### config.mk
export PLATFORM = sky130hd
export DESIGN_NAME = mod_memstage
export DESIGN_NICKNAME = d
export VERILOG_FILES = /design/src/rtl/sbtel_pkg.sv /design/src/rtl/mod_memport_fsm.sv /design/src/rtl/mod_memstage.sv
export SDC_FILE = /design/constraint.sdc
export NUM_CORES = 1
export LEC_CHECK = 0
export CORE_AREA = 2 2 289 291
export DETAILED_ROUTE_END_ITERATION = 12
export DIE_AREA = 0 0 291 293
export PLACE_DENSITY = 0.55
export SYNTH_ARGS = -nofsm -noshare
export SYNTH_HDL_FRONTEND = slang
export SYNTH_SLANG_ARGS = --single-unit
### constraint.sdc
create_clock -name clk -period 3.94 [get_ports clk]
set_clock_uncertainty 0.15 [all_clocks]
set_input_delay 0.394 -clock clk [delete_from_list [all_inputs] [get_ports clk]]
set_output_delay 0.394 -clock clk [all_outputs]
set_load 0.03 [all_outputs]
### src/rtl/sbtel_pkg.sv
// Shared types and opcode constants for the memory-access stage and its
// neighbours.
// EX_MEM is the record handed over by execute. EX_WB is the record handed to
// writeback. Both use big-endian bit numbering, so bit 0 is the MSB.
// The helpers classify an opcode as load or store, and project an EX_MEM
// record onto the EX_WB fields.
package sbtel_pkg;

  localparam logic [0:7] OP_LOAD        = 8'd139;  // MOV r,m
  localparam logic [0:7] OP_STORE       = 8'd137;  // MOV m,r
  localparam logic [0:7] OP_PUSH_LO     = 8'd80;   // PUSH 80..87
  localparam logic [0:7] OP_POP_LO      = 8'd88;   // POP  88..95
  localparam logic [0:7] OP_PUSH_POP_HI = 8'd95;
  localparam logic [0:7] OP_CALL        = 8'd232;
  localparam logic [0:7] OP_CALLIND     = 8'd255;
  localparam logic [0:7] OP_RETQ        = 8'd195;

  typedef struct packed {
    logic [0:63] pc_contents;
    logic [0:63] alu_result;
    logic [0:63] alu_ext_result;
    logic [0:63] mem_addr;
    logic [0:63] store_data;
    logic [0:7]  ctl_opcode;
    logic [0:3]  ctl_regByte;
    logic [0:3]  ctl_rmByte;
    logic        sim_end;
  } EX_MEM;

  typedef struct packed {
    logic [0:63] pc_contents;
    logic [0:63] alu_result;
    logic [0:63] alu_ext_result;
    logic [0:7]  ctl_opcode;
    logic [0:3]  ctl_regByte;
    logic [0:3]  ctl_rmByte;
    logic        sim_end;
  } EX_WB;

  typedef enum logic [1:0] {
    ST_IDLE,
    ST_REQ,
    ST_WAIT
  } memport_state_t;

  // POP occupies the whole 88..95 block; PUSH is the block just below it.
  function automatic logic is_load_op(input logic [0:7] op);
    return (op == OP_LOAD) || (op == OP_RETQ) ||
           ((op >= OP_POP_LO) && (op <= OP_PUSH_POP_HI));
  endfunction

  function automatic logic is_store_op(input logic [0:7] op);
    return (op == OP_STORE) || (op == OP_CALL) || (op == OP_CALLIND) ||
           ((op >= OP_PUSH_LO) && (op < OP_POP_LO));
  endfunction

  function automatic EX_WB to_ex_wb(input EX_MEM m);
    EX_WB w;
    w.pc_contents    = m.pc_contents;
    w.alu_result     = m.alu_result;
    w.alu_ext_result = m.alu_ext_result;
    w.ctl_opcode     = m.ctl_opcode;
    w.ctl_regByte    = m.ctl_regByte;
    w.ctl_rmByte     = m.ctl_rmByte;
    w.sim_end        = m.sim_end;
    return w;
  endfunction

endpackage

### src/rtl/mod_memport_fsm.sv
// Request/response handshake FSM for the memory port.
// A start pulse in IDLE latches the address, data and direction. The FSM then
// moves to REQ.
// REQ holds the request stable until mem_req_ready. A store then completes.
// A load moves on to WAIT.
// WAIT completes on mem_resp_valid. mem_resp_valid is ignored in every other
// state.
// Ports:
//   start, start_write, start_addr, start_data : new access from the stage
//   idle                                       : FSM can accept a new access
//   mem_req_*                                  : request side of memory port
//   mem_resp_valid                             : load data is present
//   store_done, load_done : combinational completion strobes. Each is high
//                           during the cycle whose closing edge completes the
//                           access.
module mod_memport_fsm
  import sbtel_pkg::*;
(
  input  logic        clk,
  input  logic        reset,
  input  logic        start,
  input  logic        start_write,
  input  logic [0:63] start_addr,
  input  logic [0:63] start_data,
  output logic        idle,
  output logic        mem_req_valid,
  input  logic        mem_req_ready,
  output logic        mem_req_write,
  output logic [0:63] mem_req_addr,
  output logic [0:63] mem_req_data,
  input  logic        mem_resp_valid,
  output logic        store_done,
  output logic        load_done
);

  memport_state_t state_q, state_d;

  // NOTE: sequential state uses non-blocking assignments so every register
  // samples pre-edge values regardless of process ordering.
  always_ff @(posedge clk) begin
    if (reset) begin
      state_q       <= ST_IDLE;
      mem_req_write <= 1'b0;
      mem_req_addr  <= '0;
      mem_req_data  <= '0;
    end else begin
      state_q <= state_d;
      if (start) begin
        mem_req_write <= start_write;
        mem_req_addr  <= start_addr;
        mem_req_data  <= start_data;
      end
    end
  end

  // NOTE: every output gets a default before the case, so no path can leave a
  // signal unassigned and infer a latch.
  always_comb begin
    state_d       = state_q;
    idle          = 1'b0;
    mem_req_valid = 1'b0;
    store_done    = 1'b0;
    load_done     = 1'b0;
    unique case (state_q)
      ST_IDLE: begin
        idle = 1'b1;
        if (start) state_d = ST_REQ;
      end
      ST_REQ: begin
        mem_req_valid = 1'b1;
        if (mem_req_ready) begin
          if (mem_req_write) begin
            store_done = 1'b1;
            state_d    = ST_IDLE;
          end else begin
            state_d = ST_WAIT;
          end
        end
      end
      ST_WAIT: begin
        if (mem_resp_valid) begin
          load_done = 1'b1;
          state_d   = ST_IDLE;
        end
      end
      default: state_d = ST_IDLE;
    endcase
  end

endmodule

### src/rtl/mod_memstage.sv
// Memory-access pipeline stage that sits between execute and writeback.
// The opcode of each accepted EX_MEM record picks one of three classes:
//   load         : exwb.alu_result is replaced by the memory response
//   store        : writes store_data to mem_addr
//   pass-through : fields are copied straight into exwb
// can_writeback pulses for one cycle when exwb holds a new record.
// store_memstage_active pulses together with it, but only for stores.
// Ports:
//   exmem, exmem_valid, exmem_ready : execute handshake. Ready only when IDLE.
//   mem_req_*, mem_resp_*           : valid/ready memory port
//   exwb, can_writeback, store_memstage_active : registered writeback outputs
module mod_memstage
  import sbtel_pkg::*;
(
  input  logic        clk,
  input  logic        reset,
  input  EX_MEM       exmem,
  input  logic        exmem_valid,
  output logic        exmem_ready,
  output logic        mem_req_valid,
  input  logic        mem_req_ready,
  output logic        mem_req_write,
  output logic [0:63] mem_req_addr,
  output logic [0:63] mem_req_data,
  input  logic        mem_resp_valid,
  input  logic [0:63] mem_resp_data,
  output EX_WB        exwb,
  output logic        can_writeback,
  output logic        store_memstage_active
);

  logic fsm_idle;
  logic is_ld;
  logic is_st;
  logic accept;
  logic mem_start;
  logic pass_start;
  logic store_done;
  logic load_done;
  EX_WB held_q;  // writeback fields of the in-flight memory instruction

  assign is_ld = is_load_op(exmem.ctl_opcode);
  assign is_st = is_store_op(exmem.ctl_opcode);

  // While reset is high the FSM is forced to IDLE, so ready is already true.
  // Nothing is accepted until reset is released.
  assign exmem_ready = fsm_idle || reset;
  assign accept      = exmem_valid && fsm_idle && !reset;
  assign mem_start   = accept && (is_ld || is_st);
  assign pass_start  = accept && !(is_ld || is_st);

  mod_memport_fsm u_memport_fsm (
    .clk            (clk),
    .reset          (reset),
    .start          (mem_start),
    .start_write    (is_st),
    .start_addr     (exmem.mem_addr),
    .start_data     (exmem.store_data),
    .idle           (fsm_idle),
    .mem_req_valid  (mem_req_valid),
    .mem_req_ready  (mem_req_ready),
    .mem_req_write  (mem_req_write),
    .mem_req_addr   (mem_req_addr),
    .mem_req_data   (mem_req_data),
    .mem_resp_valid (mem_resp_valid),
    .store_done     (store_done),
    .load_done      (load_done)
  );

  // pass_start and the done strobes are mutually exclusive. pass_start needs
  // an idle FSM, and both done strobes need a busy one.
  always_ff @(posedge clk) begin
    if (reset) begin
      exwb                  <= '0;
      held_q                <= '0;
      can_writeback         <= 1'b0;
      store_memstage_active <= 1'b0;
    end else begin
      can_writeback         <= 1'b0;
      store_memstage_active <= 1'b0;
      if (mem_start) held_q <= to_ex_wb(exmem);
      if (pass_start) begin
        exwb          <= to_ex_wb(exmem);
        can_writeback <= 1'b1;
      end else if (store_done) begin
        exwb                  <= held_q;
        can_writeback         <= 1'b1;
        store_memstage_active <= 1'b1;
      end else if (load_done) begin
        exwb            <= held_q;
        exwb.alu_result <= mem_resp_data;
        can_writeback   <= 1'b1;
      end
    end
  end

endmodule
* Word-level counts from Yosys, hierarchy flattened *
Cells that the tools add are included.

storage, ports and cells
  register bits after elaboration = 551
  input bits = 406
  logic and storage cells = 72

cells by class
  order comparisons = 4
  equality and inequality tests = 10
  muxes and demuxes = 19
  reduce and logical (&&, ||, !) cells = 19

operator list
  operator              count
  $mux W209             3
  $eq A8 B8 Y1 const B  5
  $ge A8 B7 Y1 const B  2
  $mux W1               11
  $le A8 B7 Y1 const B  1
  $lt A8 B7 Y1 const B  1
  $mux W2               4
  $logic_or A1 B1 Y1    7
  $logic_and A1 B1 Y1   6
  $ne A2 B2 Y1 const B  3
  $pmux W2 S3           1
  $reduce_and A3 Y1     1
  $reduce_bool A3 Y1    1
  $eq A2 B1 Y1 const B  1
  $eq A2 B2 Y1 const B  1
  $logic_not A1 Y1      2
  $logic_not A2 Y1      1
  $reduce_or A2 Y1      1

* Depth between registers and ports, before layout *
  depth after elaboration = 8
  depth in mapped cells = 10
  depth with buffers taken out = 5

* Cells and area by module *
Synthesis repeated with hierarchy kept, for this count alone.

unflattened totals
  cells, all modules = 2454
  area, all modules = 24040.6 µm²

modules (own cells, without submodules)
  module           instances  cells each  area each (µm²)
  mod_memstage     1          2026        19291.0
  mod_memport_fsm  1          428         4749.6

* Worst setup path before layout *
Ideal clock, no wire load.

  path kind = reg2reg
  start = register u_memport_fsm.state_q[0]
  end = register exwb[109] (netlist name)
  library setup time = 0.074 ns
  arrival = 2.240 ns
  path slack = 1.476 ns
  cell stages (with the launch flop) = 9
  path buffers = 3
  cells stage by stage = dfxtp_1 nor2b_1 nand3_1 clkbuf_1 nand2_1 clkbuf_1 clkbuf_1 nand2_1 a31oi_1

on the way
  word-level cells in the longest chain between the ends = 6
  elaborated cells between the ends (all ways) = 12

RTL lines
  element                                                    RTL line               RTL
  start, declared                                            mod_memport_fsm.sv:36  memport_state_t state_q, state_d;
  start signal, assigned                                     mod_memport_fsm.sv:47  state_q <= state_d;
  $logic_not A2 Y1                                           mod_memport_fsm.sv:64  unique case (state_q)
  $mux W1                                                    mod_memport_fsm.sv:64
  $logic_and A1 B1 Y1 (2 in a row)                           mod_memstage.sv:48     assign accept = exmem_valid && fsm_idle && !reset;
  $logic_and A1 B1 Y1                                        mod_memstage.sv:50     assign pass_start = accept && !(is_ld || is_st);
  $reduce_bool A3 Y1 (no line) or $mux W209 (tied branches)  n/a
  end signal, assigned                                       mod_memstage.sv:83     exwb <= to_ex_wb(exmem);
  end signal, assigned                                       mod_memstage.sv:86     exwb <= held_q;
  end signal, assigned                                       mod_memstage.sv:90     exwb <= held_q;
  end, declared                                              mod_memstage.sv:27     output EX_WB exwb,

Parallel ways exist; a longest one is shown, timed or not.
A chain may end at the register's enable or synchronous reset.

* Worst setup path in the final report *
  start = input port exmem[14] (netlist name)
  end = register exwb[95] (netlist name)

on the way
  word-level cells in the longest chain between the ends = 8
  elaborated cells between the ends (all ways) = 21

RTL lines
  element                                                    RTL line            RTL
  start, declared                                            mod_memstage.sv:17  input EX_MEM exmem,
  branches (longest 4 deep; another with $ge A8 B7 Y1)       n/a
  $logic_or A1 B1 Y1 (*)                                     mod_memstage.sv:50
  $logic_not A1 Y1 (*)                                       mod_memstage.sv:50
  $logic_and A1 B1 Y1 (*)                                    mod_memstage.sv:50
  $reduce_bool A3 Y1 (no line) or $mux W209 (tied branches)  n/a

Every way passes the cells marked *.

==> flow_summary.ini <==
[finish]
area_growth_pct = 46.8
fillerInstances = 8249
final_util_pct = 40.9
drive_gt1_share_pct = 7.19
instances_no_fill = 4367
nNetsFinal = 3636

[critical_path]
cp_max_fo = 117
crit_required_ns = 4.25
rr_startpoint = u_memport_fsm.state_q[1]
arrival_ns = 3.05
path_class = primary input to flop
endpoint_kind = flop
start_kind = primary input
reg2reg_depth = 5
regToRegSetupSlack_ns = 1.43
reg2reg_to = exwb[69]

[route]
drtPass1Iterations = 7
avgRoutedWirePerCell_um = 20.1
vias = 21700
drt_iter0_markers = 1224
totalWireLength_um = 87900
vias_per_cell = 4.98
final_antenna_net_count = 0
drc = 0

[sta]
slew_viol_final = 0
finalSetupTns_ns = 0
timing_hold_violations_final = 0
relSlewSlack_pct = 31.4
worst_slew_pin_slew_ns = 1.03
rsz0062_at_grt = false
setup_viol = 0
period_minus_slack_ns = 2.74
fin_hold_ws_ns = 0.0926
clock.fmax_mhz = 365
post-route-period-util_pct = 69.5

[yosys]
netlist_area_um2 = 22800
seq_area_frac_synth_pct = 48.4
syn-num-nets = 3042
synth_most_common_cell = dfxtp_1
ys.flop_type = dfxtp_1
synth-async-reset-ratio_pct = 0
synth.area.top_cells = dfxtp_1, nand2b_1, o211ai_1
synth-seq-cells = 551
synth_edf_count = 0
postSynthAreaPerCell_um2 = 8.65
synth.largest_area_cell = dfxtp_1
synthCells = 2636
synth.top_cell.area_share_pct = 48.4
synth_common_cells = dfxtp_1, nand2_1, nand2b_1, o21ai_0, clkbuf_1
yosysWarnings = 0
synth.distinct_cells = 33

[min_path]
hp-class = primary input to flop
worstHoldStart = reset
worstHoldEndpoint = exwb[80]
min_path_cells = 2

[die]
coreArea_um2 = 81800
fp.dieW_um = 291
ios = 748
dieHeight_um = 293
initial_utilization_pct = 27.9
die_area_um2 = 85300
row_count = 105

[power_and_ir_drop]
p_leak_nw = 10.8
max-vdd-ir-drop_mv = 0.321
powerDensity_nw_per_um2 = 409

[status]
status = complete, no violations

[clock_tree]
htreeDepth = 3
post_cts_resize_count = 0
cts_sinks = 551
cts_tree = yes
cts_buffers = 67
clock_path_buffers = 3
root_buffer = clkbuf_16
cts-hold-fix-buffers = 0
cts_setup_buffers = 0
clkTransAtPathRegs_ns = 0.06
worst_skew_pair.late_latency_ns = 0.61

[global_routing]
grt_max_degree = 216
gr-usage-all-layers_pct = 19.8
grt_pass1_vias = 21100
antenna_found_initial = 25
grt_pass1_wl_um = 133000
grt-ovfl-total = 0

[placement]
dp.cells = 4231
gp_congestion = 0.796
dp_hpwl_um = 58700
io_buffers = 747

[run]
maxCapViolCount = 0
-- routing by layer --
metal	share of wire (%)	routed length, um	vias up	GRT usage (%)
met4	3.0	2670	16	7.91
met1	42	36600	10300	24.3
met5	0.12	104	-	0
li1	-	-	10600	-
met2	47	40900	737	31.9
met3	8.5	7510	139	6.62
-- worst max-delay path, stage by stage --
cell,delay (ns)
clkdlybuf4s50_1,0.56
and4bb_2,0.28
a32oi_1,0.38
nand4_1,0.32
buf_12,0.29
o211ai_1,0.42
a31oi_1,0.11
-- cell type report --
type	count	area, um2	share of cell area, %
clock inverters	21	238	0.710
clock buffers	101	1970	5.87
flip-flops and latches	551	11000	32.9
diodes	14	35.0	0.105
inverters	4	15.0	0.0448
repair buffers	807	8280	24.7
well taps	1070	1340	4.00
multi-input cells	1799	10600	31.6
-- sequential cells by signal (all words and copies together), names as in the netlist --
name and cells:
exwb 209, held_q 209, u_memport_fsm.mem_req_addr 64, u_memport_fsm.mem_req_data 64
u_memport_fsm.state_q 2, can_writeback 1, store_memstage_active 1, u_memport_fsm.mem_req_write 1
-- cell usage in the layout, fill, tap and decap left out, types with 4 or more instances in the layout --
cell / netlist / layout
clkdlybuf4s50_1: 0 / 746
dfxtp_1: 551 / 551
nand2_1: 403 / 402
nand2b_1: 337 / 337
o21ai_0: 289 / 289
o211ai_1: 209 / 209
a21oi_1: 148 / 148
a32oi_1: 147 / 147
clkbuf_16: 0 / 68
nand3_1: 66 / 65
mux2_2: 64 / 64
a31oi_1: 64 / 64
o21ai_1: 48 / 48
buf_4: 2 / 32
buf_12: 0 / 28
clkbuf_1: 219 / 19
diode_2: 0 / 14
clkbuf_8: 0 / 14
clkinv_2: 0 / 11
inv_1: 4 / 4
nor2_1: 4 / 4
-- report_power, final --
part	total (mW)	switching [mW]	internal [mW]
logic	1.66	0.845	0.817
registers	5.84	0.0960	5.75
clock network	6.21	2.58	3.62
-- logic make-up after synthesis --
kind of cell / Yosys count / share of synthesized area, %
compound gates: 909 / 25.1
simple gates: 825 / 17.9
flops: 551 / 48.4
buf+inv: 286 / 5.38
mux: 64 / 3.16
xor+xnor: 1 / 0.0384
-- worst max-delay path by stage --
stage,start,end,slack [ns],cells past startpoint
2_1_floorplan,u_memport_fsm.state_q[0],exwb[109],1.48,8
3_3_place_gp,exmem[14],exwb[66],0.83,8
3_5_place_dp,exmem[14],exwb[63],0.79,8
4_1_cts,u_memport_fsm.state_q[0],mem_req_valid,1.17,2
5_1_grt,u_memport_fsm.state_q[0],mem_req_valid,1.09,2
6_report,exmem[14],exwb[95],1.20,7
-- metrics by stage --
stage	total power [mW]	area [um2]	setup slack (ns)
after floorplan	6.69	22800	1.48
after global placement	7.63	31300	0.830
after detailed placement	7.63	31300	0.790
after CTS	13.9	33500	1.17
after global routing	14.3	33500	1.09
final	13.7	33500	1.20
Power figures use the tool's default switching activity.
